**src/rtl/sound_event_arbiter.sv**
```systemverilog
// Fixed-priority arbiter that shares one speaker pin among four game-event tone requesters.
// Optional feature: define SOUND_PREEMPT_EN to let a higher-priority request cut a playing tone short.
module sound_event_arbiter #(
    parameter int unsigned TONE0_HALF = 12500,
    parameter int unsigned TONE1_HALF = 18939,
    parameter int unsigned TONE2_HALF = 28409,
    parameter int unsigned TONE3_HALF = 56818,
    parameter int unsigned DUR_CYCLES = 2500000,
    parameter int unsigned GAP_CYCLES = 250000
) (
    input  logic       clk25,
    input  logic       Reset,
    input  logic [3:0] req,
    input  logic       enable,
    output logic       Speaker,
    output logic       busy,
    output logic [1:0] active_id,
    output logic [3:0] grant
);

    typedef enum logic [1:0] {
        ST_IDLE = 2'd0,
        ST_PLAY = 2'd1,
        ST_GAP  = 2'd2
    } state_t;

    localparam logic [23:0] C_DUR_LOAD = 24'(DUR_CYCLES - 1);
    localparam logic [23:0] C_GAP_LOAD = 24'(GAP_CYCLES - 1);

    state_t      r_state;
    state_t      w_state_next;
    logic        r_busy;
    logic [3:0]  r_pending;
    logic [1:0]  r_active_id;
    logic [3:0]  r_grant;
    logic        r_speaker;
    logic [23:0] r_half_cnt;
    logic [23:0] r_dur_cnt;
    logic [23:0] r_gap_cnt;

    logic        w_pend_any;
    logic [1:0]  w_sel_id;
    logic        w_preempt;
    logic        w_start;
    logic [3:0]  w_clear;
    logic [3:0]  w_grant_next;
    logic [1:0]  w_active_next;
    logic        w_speaker_next;
    logic [23:0] w_half_next;
    logic [23:0] w_dur_next;
    logic [23:0] w_gap_next;

    function automatic logic [23:0] f_half_load(input logic [1:0] id);
        case (id)
            2'd0:    return 24'(TONE0_HALF - 1);
            2'd1:    return 24'(TONE1_HALF - 1);
            2'd2:    return 24'(TONE2_HALF - 1);
            default: return 24'(TONE3_HALF - 1);
        endcase
    endfunction

    // Bit 0 is the highest priority.
    function automatic logic [1:0] f_lowest(input logic [3:0] v);
        if (v[0])      return 2'd0;
        else if (v[1]) return 2'd1;
        else if (v[2]) return 2'd2;
        else           return 2'd3;
    endfunction

    assign w_pend_any = |r_pending;
    assign w_sel_id   = f_lowest(r_pending);

`ifdef SOUND_PREEMPT_EN
    assign w_preempt = w_pend_any && (w_sel_id < r_active_id);
`else
    assign w_preempt = 1'b0;
`endif

    // State register; busy is registered alongside so it tracks the state exactly.
    // NOTE: sequential state uses non-blocking assignments so every flop samples pre-edge values.
    always_ff @(posedge clk25 or posedge Reset) begin
        if (Reset) begin
            r_state <= ST_IDLE;
            r_busy  <= 1'b0;
        end else begin
            r_state <= w_state_next;
            r_busy  <= (w_state_next != ST_IDLE);
        end
    end

    // Next-state logic; w_start marks an edge that grants a requester and (re)enters PLAY.
    // NOTE: every combinational output gets a default first so no path can infer a latch.
    always_comb begin
        w_state_next = r_state;
        w_start      = 1'b0;
        if (!enable) begin
            w_state_next = ST_IDLE;
        end else begin
            case (r_state)
                ST_IDLE: begin
                    if (w_pend_any) begin
                        w_state_next = ST_PLAY;
                        w_start      = 1'b1;
                    end
                end
                ST_PLAY: begin
                    if (w_preempt) begin
                        w_start = 1'b1;
                    end else if (r_dur_cnt == '0) begin
                        w_state_next = ST_GAP;
                    end
                end
                ST_GAP: begin
                    if (r_gap_cnt == '0) begin
                        w_state_next = ST_IDLE;
                    end
                end
                default: w_state_next = ST_IDLE;
            endcase
        end
    end

    // Output logic: next values of the grant pulse, tone generator and counters.
    always_comb begin
        w_grant_next   = 4'b0000;
        w_clear        = enable ? 4'b0000 : 4'b1111;
        w_active_next  = r_active_id;
        w_speaker_next = 1'b0;
        w_half_next    = r_half_cnt;
        w_dur_next     = r_dur_cnt;
        w_gap_next     = r_gap_cnt;
        if (w_start) begin
            w_grant_next  = 4'b0001 << w_sel_id;
            w_clear       = 4'b0001 << w_sel_id;
            w_active_next = w_sel_id;
            w_half_next   = f_half_load(w_sel_id);
            w_dur_next    = C_DUR_LOAD;
        end else if (w_state_next == ST_PLAY) begin
            w_dur_next = r_dur_cnt - 24'd1;
            if (r_half_cnt == '0) begin
                w_speaker_next = ~r_speaker;
                w_half_next    = f_half_load(r_active_id);
            end else begin
                w_speaker_next = r_speaker;
                w_half_next    = r_half_cnt - 24'd1;
            end
        end else if (r_state == ST_PLAY && w_state_next == ST_GAP) begin
            w_gap_next = C_GAP_LOAD;
        end else if (r_state == ST_GAP && w_state_next == ST_GAP) begin
            w_gap_next = r_gap_cnt - 24'd1;
        end
    end

    // A request arriving on its own grant edge survives because the set term is OR-ed in last.
    always_ff @(posedge clk25 or posedge Reset) begin
        if (Reset) begin
            r_pending   <= 4'b0000;
            r_active_id <= 2'd0;
            r_grant     <= 4'b0000;
            r_speaker   <= 1'b0;
            r_half_cnt  <= '0;
            r_dur_cnt   <= '0;
            r_gap_cnt   <= '0;
        end else begin
            r_pending   <= (r_pending & ~w_clear) | (req & {4{enable}});
            r_active_id <= w_active_next;
            r_grant     <= w_grant_next;
            r_speaker   <= w_speaker_next;
            r_half_cnt  <= w_half_next;
            r_dur_cnt   <= w_dur_next;
            r_gap_cnt   <= w_gap_next;
        end
    end

    assign Speaker   = r_speaker;
    assign busy      = r_busy;
    assign active_id = r_active_id;
    assign grant     = r_grant;

endmodule

```
**config.mk**
```make
export PLATFORM = sky130hd
export DESIGN_NAME = sound_event_arbiter
export DESIGN_NICKNAME = d
export VERILOG_FILES = /design/src/rtl/sound_event_arbiter.sv
export SDC_FILE = /design/constraint.sdc
export NUM_CORES = 1
export LEC_CHECK = 0
export ABC_AREA = 0
export BUFFER_PORTS_ARGS = -buffer_cell sky130_fd_sc_hd__buf_2
export CAP_MARGIN = 20
export CORE_MARGIN = 1
export CORE_UTILIZATION = 39
export DETAILED_ROUTE_END_ITERATION = 7
export GPL_TIMING_DRIVEN = 1
export PLACE_DENSITY = 0.59
export SYNTH_ARGS = -nofsm -noshare
export SYNTH_HDL_FRONTEND = slang
export SYNTH_SLANG_ARGS = --single-unit
```
**constraint.sdc**
```tcl
create_clock -name clk25 -period 3.15 [get_ports clk25]
set_input_delay 0.1575 -clock clk25 [delete_from_list [all_inputs] [get_ports clk25]]
set_output_delay 0.1575 -clock clk25 [all_outputs]
set_load 0.01 [all_outputs]
```
After elaboration in Yosys (flattened, before gate mapping)

Cells that the tools add are included.

$add $sub $neg: 3
Eq/ne operators: 9
Shifts and indexed selects: 1
Mux-type cells: 26
Bitwise gates (word level): 7
Reductions and logical operators: 13

Operator list:

| kind                                                   | count |
|---|---|
| 2-to-1 mux 24 bit                                      | 7 |
| case mux 16 bit (3 select lines)                       | 2 |
| zero test 24 bit                                       | 3 |
| subtractor 24 x 1 -> 24 bit (second input constant)    | 3 |
| 2-to-1 mux 2 bit                                       | 6 |
| 2-to-1 mux 4 bit                                       | 3 |
| bitwise AND 4 bit                                      | 2 |
| equality test 2 x 1 -> 1 bit (second input constant)   | 4 |
| equality test 2 bit (second input constant)            | 4 |
| 2-to-1 mux 1 bit                                       | 7 |
| zero test 2 bit                                        | 3 |
| case mux 2 bit (3 select lines)                        | 1 |
| nonzero test 2 bit                                     | 3 |
| NOT 4 bit                                              | 1 |
| OR 4 bit                                               | 1 |
| OR reduction 4 bit                                     | 1 |
| << shifter 1 x 2 -> 4 bit (first input constant)       | 1 |
| inequality test 3 x 2 -> 1 bit (second input constant) | 1 |
| NOT 1 bit                                              | 3 |
| AND reduction 3 bit                                    | 1 |
| logical AND 1 bit                                      | 2 |

Register bits after elaboration: 86
Output and inout port bits: 8
Word-level logic and storage cells: 68

Depth between registers and ports, before layout

Depth in word-level cells: 8
Gate-level depth with buffers: 9

Worst setup path after synthesis

No wires, ideal clock.

Kind: register -> register
Start: register r_half_cnt[8]
End: register r_half_cnt[19]
Library setup time: 121 ps
Data arrival time: 2,146 ps
Required time: 3,029 ps
Slack: 883 ps
Cell stages (with the launch flop): 9
Buffers on the path: 3
Cell sequence: dfrtp_1 or4_1 buf_2 or2_1 buf_2 or2_1 buf_2 and3_1 o22a_1

Cells in the longest elaborated chain, start to end: 4
Elaborated cells between the ends (all ways): 5
Classes of those cells: add/sub (1); mux (3); reduce/logical (1)

RTL lines:

| what                                                            | RTL line | text |
|---|---|---|
| start: declaration                                              | 37       | `logic [23:0] r_half_cnt;` |
| start signal: assignment                                        | 169      | `r_half_cnt <= w_half_next;` |
| subtractor 24 x 1 -> 24 bit or zero test 24 bit (tied branches) | 145, 140 |  |
| 2-to-1 mux 24 bit (*)                                           | 140      | `if (r_half_cnt == '0) begin` |
| 2-to-1 mux 24 bit (*)                                           | 138      | `end else if (w_state_next == ST_PLAY) begin` |
| 2-to-1 mux 24 bit (*)                                           | 132      | `if (w_start) begin` |

Every way passes the cells marked *; elsewhere a longest branch is shown, timed or not. The select of a mux whose other input is x is not followed.
A chain may end at the register's enable or synchronous reset.

Worst setup path in the final report

Start: register r_dur_cnt[16]
End: register r_half_cnt[11]

Cells in the longest elaborated chain, start to end: 6

RTL lines:

| what                                | RTL line | text |
|---|---|---|
| start: declaration                  | 38       | `logic [23:0] r_dur_cnt;` |
| start signal: assignment            | 170      | `r_dur_cnt <= w_dur_next;` |
| zero test 24 bit                    | 109      | `end else if (r_dur_cnt == '0) begin` |
| 2-to-1 mux 2 bit                    | 109      |  |
| case mux 2 bit (3 select lines)     | 99       | `case (r_state)` |
| 2-to-1 mux 2 bit                    | 96       | `if (!enable) begin` |
| via w_state_next[0]                 | 31       | `state_t w_state_next;` |
| equality test 2 x 1 -> 1 bit        | 138      |  |
| nonzero test 2 bit (no source line) | n/a      |  |

The timed path passes the listed nets, and every way through them passes these cells.

==> impl_metrics.prom <==
# TYPE chip_impl_metric gauge
chip_impl_metric{name="placed_wire_length_estimate_after_detailed_placement",unit="um"} 8170
chip_impl_metric{name="drtPass1Iterations",unit=""} 5
chip_impl_metric{name="wl_per_cell",unit="um"} 16.3
chip_impl_metric{name="die_width",unit="um"} 116
chip_impl_metric{name="finish_stage_setup_viols",unit=""} 0
chip_impl_metric{name="max_slew_margin",unit=""} 0.481
chip_impl_metric{name="grt_first_pass_wirelength",unit="um"} 20700
chip_impl_metric{name="power_frac_seq",unit=""} 0.431
chip_impl_metric{name="clock_insertion_delay_worst_skew",unit="ns"} 0.35
chip_impl_metric{name="critical_path_required",unit="ns"} 3.39
chip_impl_metric{name="num_vias",unit=""} 4260
chip_impl_metric{name="drc_violations",unit=""} 0
chip_impl_metric{name="diodes",unit=""} 0
chip_impl_info{name="grt_setup_unrepaired",value="false"} 1
chip_impl_metric{name="dieHeight",unit="um"} 116
chip_impl_info{name="hold_class",value="in2reg"} 1
chip_impl_info{name="cp_cell_sequence",value="nor4_2, nand4_1, o21a_1, nor2_2, inv_1, o221a_2"} 1
chip_impl_metric{name="postLayoutCellArea",unit="um^2"} 5730
chip_impl_metric{name="fin_skew",unit="ns"} 0.0126
chip_impl_metric{name="detail-route-antenna-nets",unit=""} 0
chip_impl_metric{name="area_delta_synth_final",unit="%"} 12.2
chip_impl_info{name="synth_top_flop_cell",value="sky130_fd_sc_hd__dfrtp_1"} 1
chip_impl_metric{name="drive_gt1_frac",unit=""} 0.134
chip_impl_metric{name="start_util",unit=""} 0.403
chip_impl_metric{name="max-vdd-ir-drop",unit="mV"} 0.521
chip_impl_info{name="worst-setup-path-type",value="reg2reg"} 1
chip_impl_info{name="tritoncts",value="done"} 1
chip_impl_metric{name="yosys_register_bits",unit=""} 86
chip_impl_metric{name="coreArea",unit="um^2"} 12700
chip_impl_metric{name="fin_max_slew_vios",unit=""} 0
chip_impl_metric{name="comb_power_share",unit=""} 0.199
chip_impl_metric{name="delay_contributed_by_the_slowest_stage_of_the_critical_path",unit="ns"} 0.57
chip_impl_metric{name="ys.warnings.count",unit=""} 0
chip_impl_metric{name="syn_nets",unit=""} 569
chip_impl_metric{name="grt_antenna_before_repair",unit=""} 0
chip_impl_metric{name="worstPathArrival",unit="ns"} 2.78
chip_impl_info{name="ys_top_cells_by_area",value="sky130_fd_sc_hd__dfrtp_1 (42%), sky130_fd_sc_hd__ha_1 (3.9%), sky130_fd_sc_hd__nand2_1 (2.9%)"} 1
chip_impl_info{name="status",value="complete, no violations"} 1
chip_impl_metric{name="total_wire_length",unit="um"} 11900
chip_impl_metric{name="synth_seq_area_share",unit=""} 0.421
chip_impl_info{name="critPathLaunchType",value="flop"} 1
chip_impl_metric{name="viasPerCell",unit=""} 5.84
chip_impl_metric{name="clkSinkCount",unit=""} 86
chip_impl_metric{name="internal_power",unit="mW"} 2.17
chip_impl_metric{name="core.rowCount",unit=""} 41
chip_impl_metric{name="first_global_vias",unit=""} 4176
chip_impl_metric{name="synthDominantCellAreaShare",unit=""} 0.421
chip_impl_metric{name="initialDrtViolationCount",unit=""} 217
chip_impl_metric{name="cts_buffers",unit=""} 9
chip_impl_metric{name="final.min_clock_period",unit="ns"} 2.54
chip_impl_metric{name="switching_fraction_of_total_power",unit=""} 0.318
chip_impl_metric{name="design.die.area",unit="um^2"} 13600
chip_impl_metric{name="achievable-frequency",unit="MHz"} 394
chip_impl_info{name="cts-root-buf",value="sky130_fd_sc_hd__clkbuf_16"} 1
chip_impl_metric{name="clock_power_share",unit=""} 0.370
chip_impl_metric{name="postSynth.asyncResetShare",unit=""} 1.00
chip_impl_metric{name="top_level_ports",unit=""} 15
chip_impl_metric{name="gr-total-overflow",unit=""} 0
chip_impl_metric{name="synthesis.instances",unit=""} 546
chip_impl_info{name="post-synth-top-area-cell",value="sky130_fd_sc_hd__dfrtp_1"} 1
chip_impl_metric{name="nets",unit=""} 576
chip_impl_metric{name="syn_area",unit="um^2"} 5110
chip_impl_metric{name="track_usage",unit=""} 0.196
chip_impl_metric{name="fin_tns_setup",unit="ns"} 0
chip_impl_info{name="cp-end-kind",value="flop"} 1
chip_impl_metric{name="number_of_enable_flip_flop_cells_after_synthesis",unit=""} 0
chip_impl_metric{name="routabilityCongestion",unit=""} 0.815
chip_impl_metric{name="worst-path-max-fanout",unit=""} 8
chip_impl_metric{name="power_density",unit="nW/um^2"} 556
chip_impl_metric{name="power.total",unit="mW"} 3.19
chip_impl_metric{name="pin_count_of_the_biggest_net_entering_global_routing",unit=""} 46
chip_impl_metric{name="worst_pin_slew",unit="ns"} 0.779
chip_impl_metric{name="cts.htree.levels",unit=""} 3
chip_impl_metric{name="power_switching",unit="mW"} 1.01
chip_impl_info{name="critPathSlowestCell",value="sky130_fd_sc_hd__nor4_2"} 1
chip_impl_metric{name="ys_types",unit=""} 75
chip_impl_metric{name="numPortBuffers",unit=""} 14
chip_impl_metric{name="postSynthAreaPerCell",unit="um^2"} 9.36
chip_impl_metric{name="final_hold_viol_count",unit=""} 0
chip_impl_metric{name="post_cts_resized",unit=""} 0
chip_impl_metric{name="post-route-period-util",unit=""} 0.806
chip_impl_metric{name="drv.max_cap_violation_count",unit=""} 0
chip_impl_metric{name="leakage",unit="nW"} 2.33
chip_impl_metric{name="place_area",unit="um^2"} 5390
chip_impl_metric{name="path_clk_slew",unit="ns"} 0.07
chip_impl_metric{name="ctsLongestPathBuffers",unit=""} 2
## metal layers
metal  global-route usage  part of all wire  up-vias
met4               0.0581             0.011        0
met1                0.260              0.48     2114
met3               0.0467             0.034        9
met5                    0                 0        -
met2                0.319              0.47       75
li1                     -                 -     2062
## kinds of logic (layout without fill, tap and decap cells)
family / count (synthesis) / count (layout) / share of synthesized area
AO/OA/AOI/OAI: 114 / 114 / 0.158
XOR/XNOR: 17 / 17 / 0.0291
adder cells (fa/ha/maj): 16 / 16 / 0.0392
buffers and inverters: 56 / 68 / 0.0438
flip-flops: 86 / 86 / 0.421
multiplexers: 11 / 11 / 0.0218
AND/OR/NAND/NOR: 246 / 246 / 0.287
## worst max-delay path, delay by kind of cell, from the launching register on
| family | cells | cell delay (ns) |
|---|---|---|
| simple gates | 3 | 1.21 |
| compound gates | 2 | 0.62 |
| flops | 1 | 0.42 |
| buf+inv | 1 | 0.19 |
## sequential cells by signal, indices dropped and copies added (netlist names)
register / cells
grant: 4
r_half_cnt: 24
r_state: 2
r_dur_cnt: 24
busy: 1
Speaker: 1
r_gap_cnt: 24
active_id: 2
r_pending: 4
## power groups by stage
stage          clock [mW]  sequential, mW  combinational (mW)
5_1_grt              1.25            1.39               0.717
4_1_cts              1.21            1.37               0.639
6_report             1.18            1.38               0.634
2_1_floorplan           0            1.34               0.498
3_3_place_gp            0            1.38               0.627
3_5_place_dp            0            1.39               0.633
## timing repair
item,CTS,global route
endpoints found under the hold margin,41,0
setup buffers,0,0
hold buffers,1,0
## final cells by class
class                      count  area, um^2
tap                          172         215
inverter                      23        87.6
multi-input combinational    404        2740
fill                        1213        6940
clock buffer                   9         225
clock inverter                 7         103
timing repair buffer          29         210
sequential                    86        2150
## metrics by stage
| stage | worst slack [ns] | util | instances | hold WS (ns) |
|---|---|---|---|---|
| global route | 0.410 | 0.452 | 730 | 0.0664 |
| finish | 0.610 | 0.452 | 730 | 0.0517 |
| detailed placement | 0.646 | 0.425 | 712 | 0.330 |
| floorplan | 0.771 | - | 546 | 0.295 |
| CTS | 0.623 | 0.452 | 729 | 0.0454 |
| global placement | 0.705 | 0.425 | 712 | 0.323 |
## cell usage in the layout, fill, tap and decap left out, types with 5 or more instances in the layout
cell type                   netlist  routed
sky130_fd_sc_hd__inv_1           23      22
sky130_fd_sc_hd__nor4_1          18      18
sky130_fd_sc_hd__buf_4            1      12
sky130_fd_sc_hd__o31ai_1         12      12
sky130_fd_sc_hd__or3_1           15      15
sky130_fd_sc_hd__nor3_1          20      19
sky130_fd_sc_hd__o41ai_1          6       6
sky130_fd_sc_hd__nand4_1          9       9
sky130_fd_sc_hd__a21oi_1         20      20
sky130_fd_sc_hd__a31oi_1          9       9
sky130_fd_sc_hd__dfrtp_1         86      86
sky130_fd_sc_hd__nand2b_1         8       8
sky130_fd_sc_hd__clkbuf_16        0       9
sky130_fd_sc_hd__xor2_1           6       6
sky130_fd_sc_hd__o21ai_0         17      17
sky130_fd_sc_hd__o211ai_1         7       7
sky130_fd_sc_hd__or4_1           15      15
sky130_fd_sc_hd__nand2_1         40      40
sky130_fd_sc_hd__nand3_1         29      29
sky130_fd_sc_hd__xnor2_1         11      11
sky130_fd_sc_hd__mux2i_1         10      10
sky130_fd_sc_hd__nor2_1          35      35
sky130_fd_sc_hd__nor4_2           5       5
sky130_fd_sc_hd__buf_2            8      14
sky130_fd_sc_hd__ha_1            16      16
sky130_fd_sc_hd__and3_1           5       5
## synth_stat cells, drive strengths merged (6+ instances only)
| master | instances |
|---|---|
| dfrtp | 86 |
| nand2 | 41 |
| nor2 | 37 |
| nand3 | 30 |
| nor4 | 27 |
| inv | 23 |
| clkbuf | 22 |
| a21oi | 20 |
| nor3 | 20 |
| o21ai | 18 |
| or3 | 17 |
| or4 | 17 |
| ha | 16 |
| o31ai | 12 |
| buf | 11 |
| xnor2 | 11 |
| mux2i | 10 |
| a31oi | 9 |
| nand4 | 9 |
| nand2b | 8 |
| o211ai | 7 |
| and3 | 6 |
| o41ai | 6 |
| xor2 | 6 |
## path summary, 6_finish.rpt
| kind | start | endpoint | slack [ns] | cells past startpoint |
|---|---|---|---|---|
| setup / recovery | r_dur_cnt[16]$_DFFE_PP0P_ | r_half_cnt[11]$_DFFE_PP0P_ | 0.61 | 6 |
| hold / removal | req[1] | r_pending[1]$_DFF_PP0_ | 0.05 | 3 |
| setup reg to reg | r_dur_cnt[16]$_DFFE_PP0P_ | r_half_cnt[11]$_DFFE_PP0P_ | 0.61 | 6 |
| hold reg to reg | r_dur_cnt[19]$_DFFE_PP0P_ | r_dur_cnt[19]$_DFFE_PP0P_ | 0.49 | 1 |
| max in group asynchronous | Reset | r_half_cnt[10]$_DFFE_PP0P_ | 1.99 | 4 |
| min in group asynchronous | Reset | r_dur_cnt[18]$_DFFE_PP0P_ | 0.46 | 3 |
Note: power is estimated with default switching activity, not from simulation.
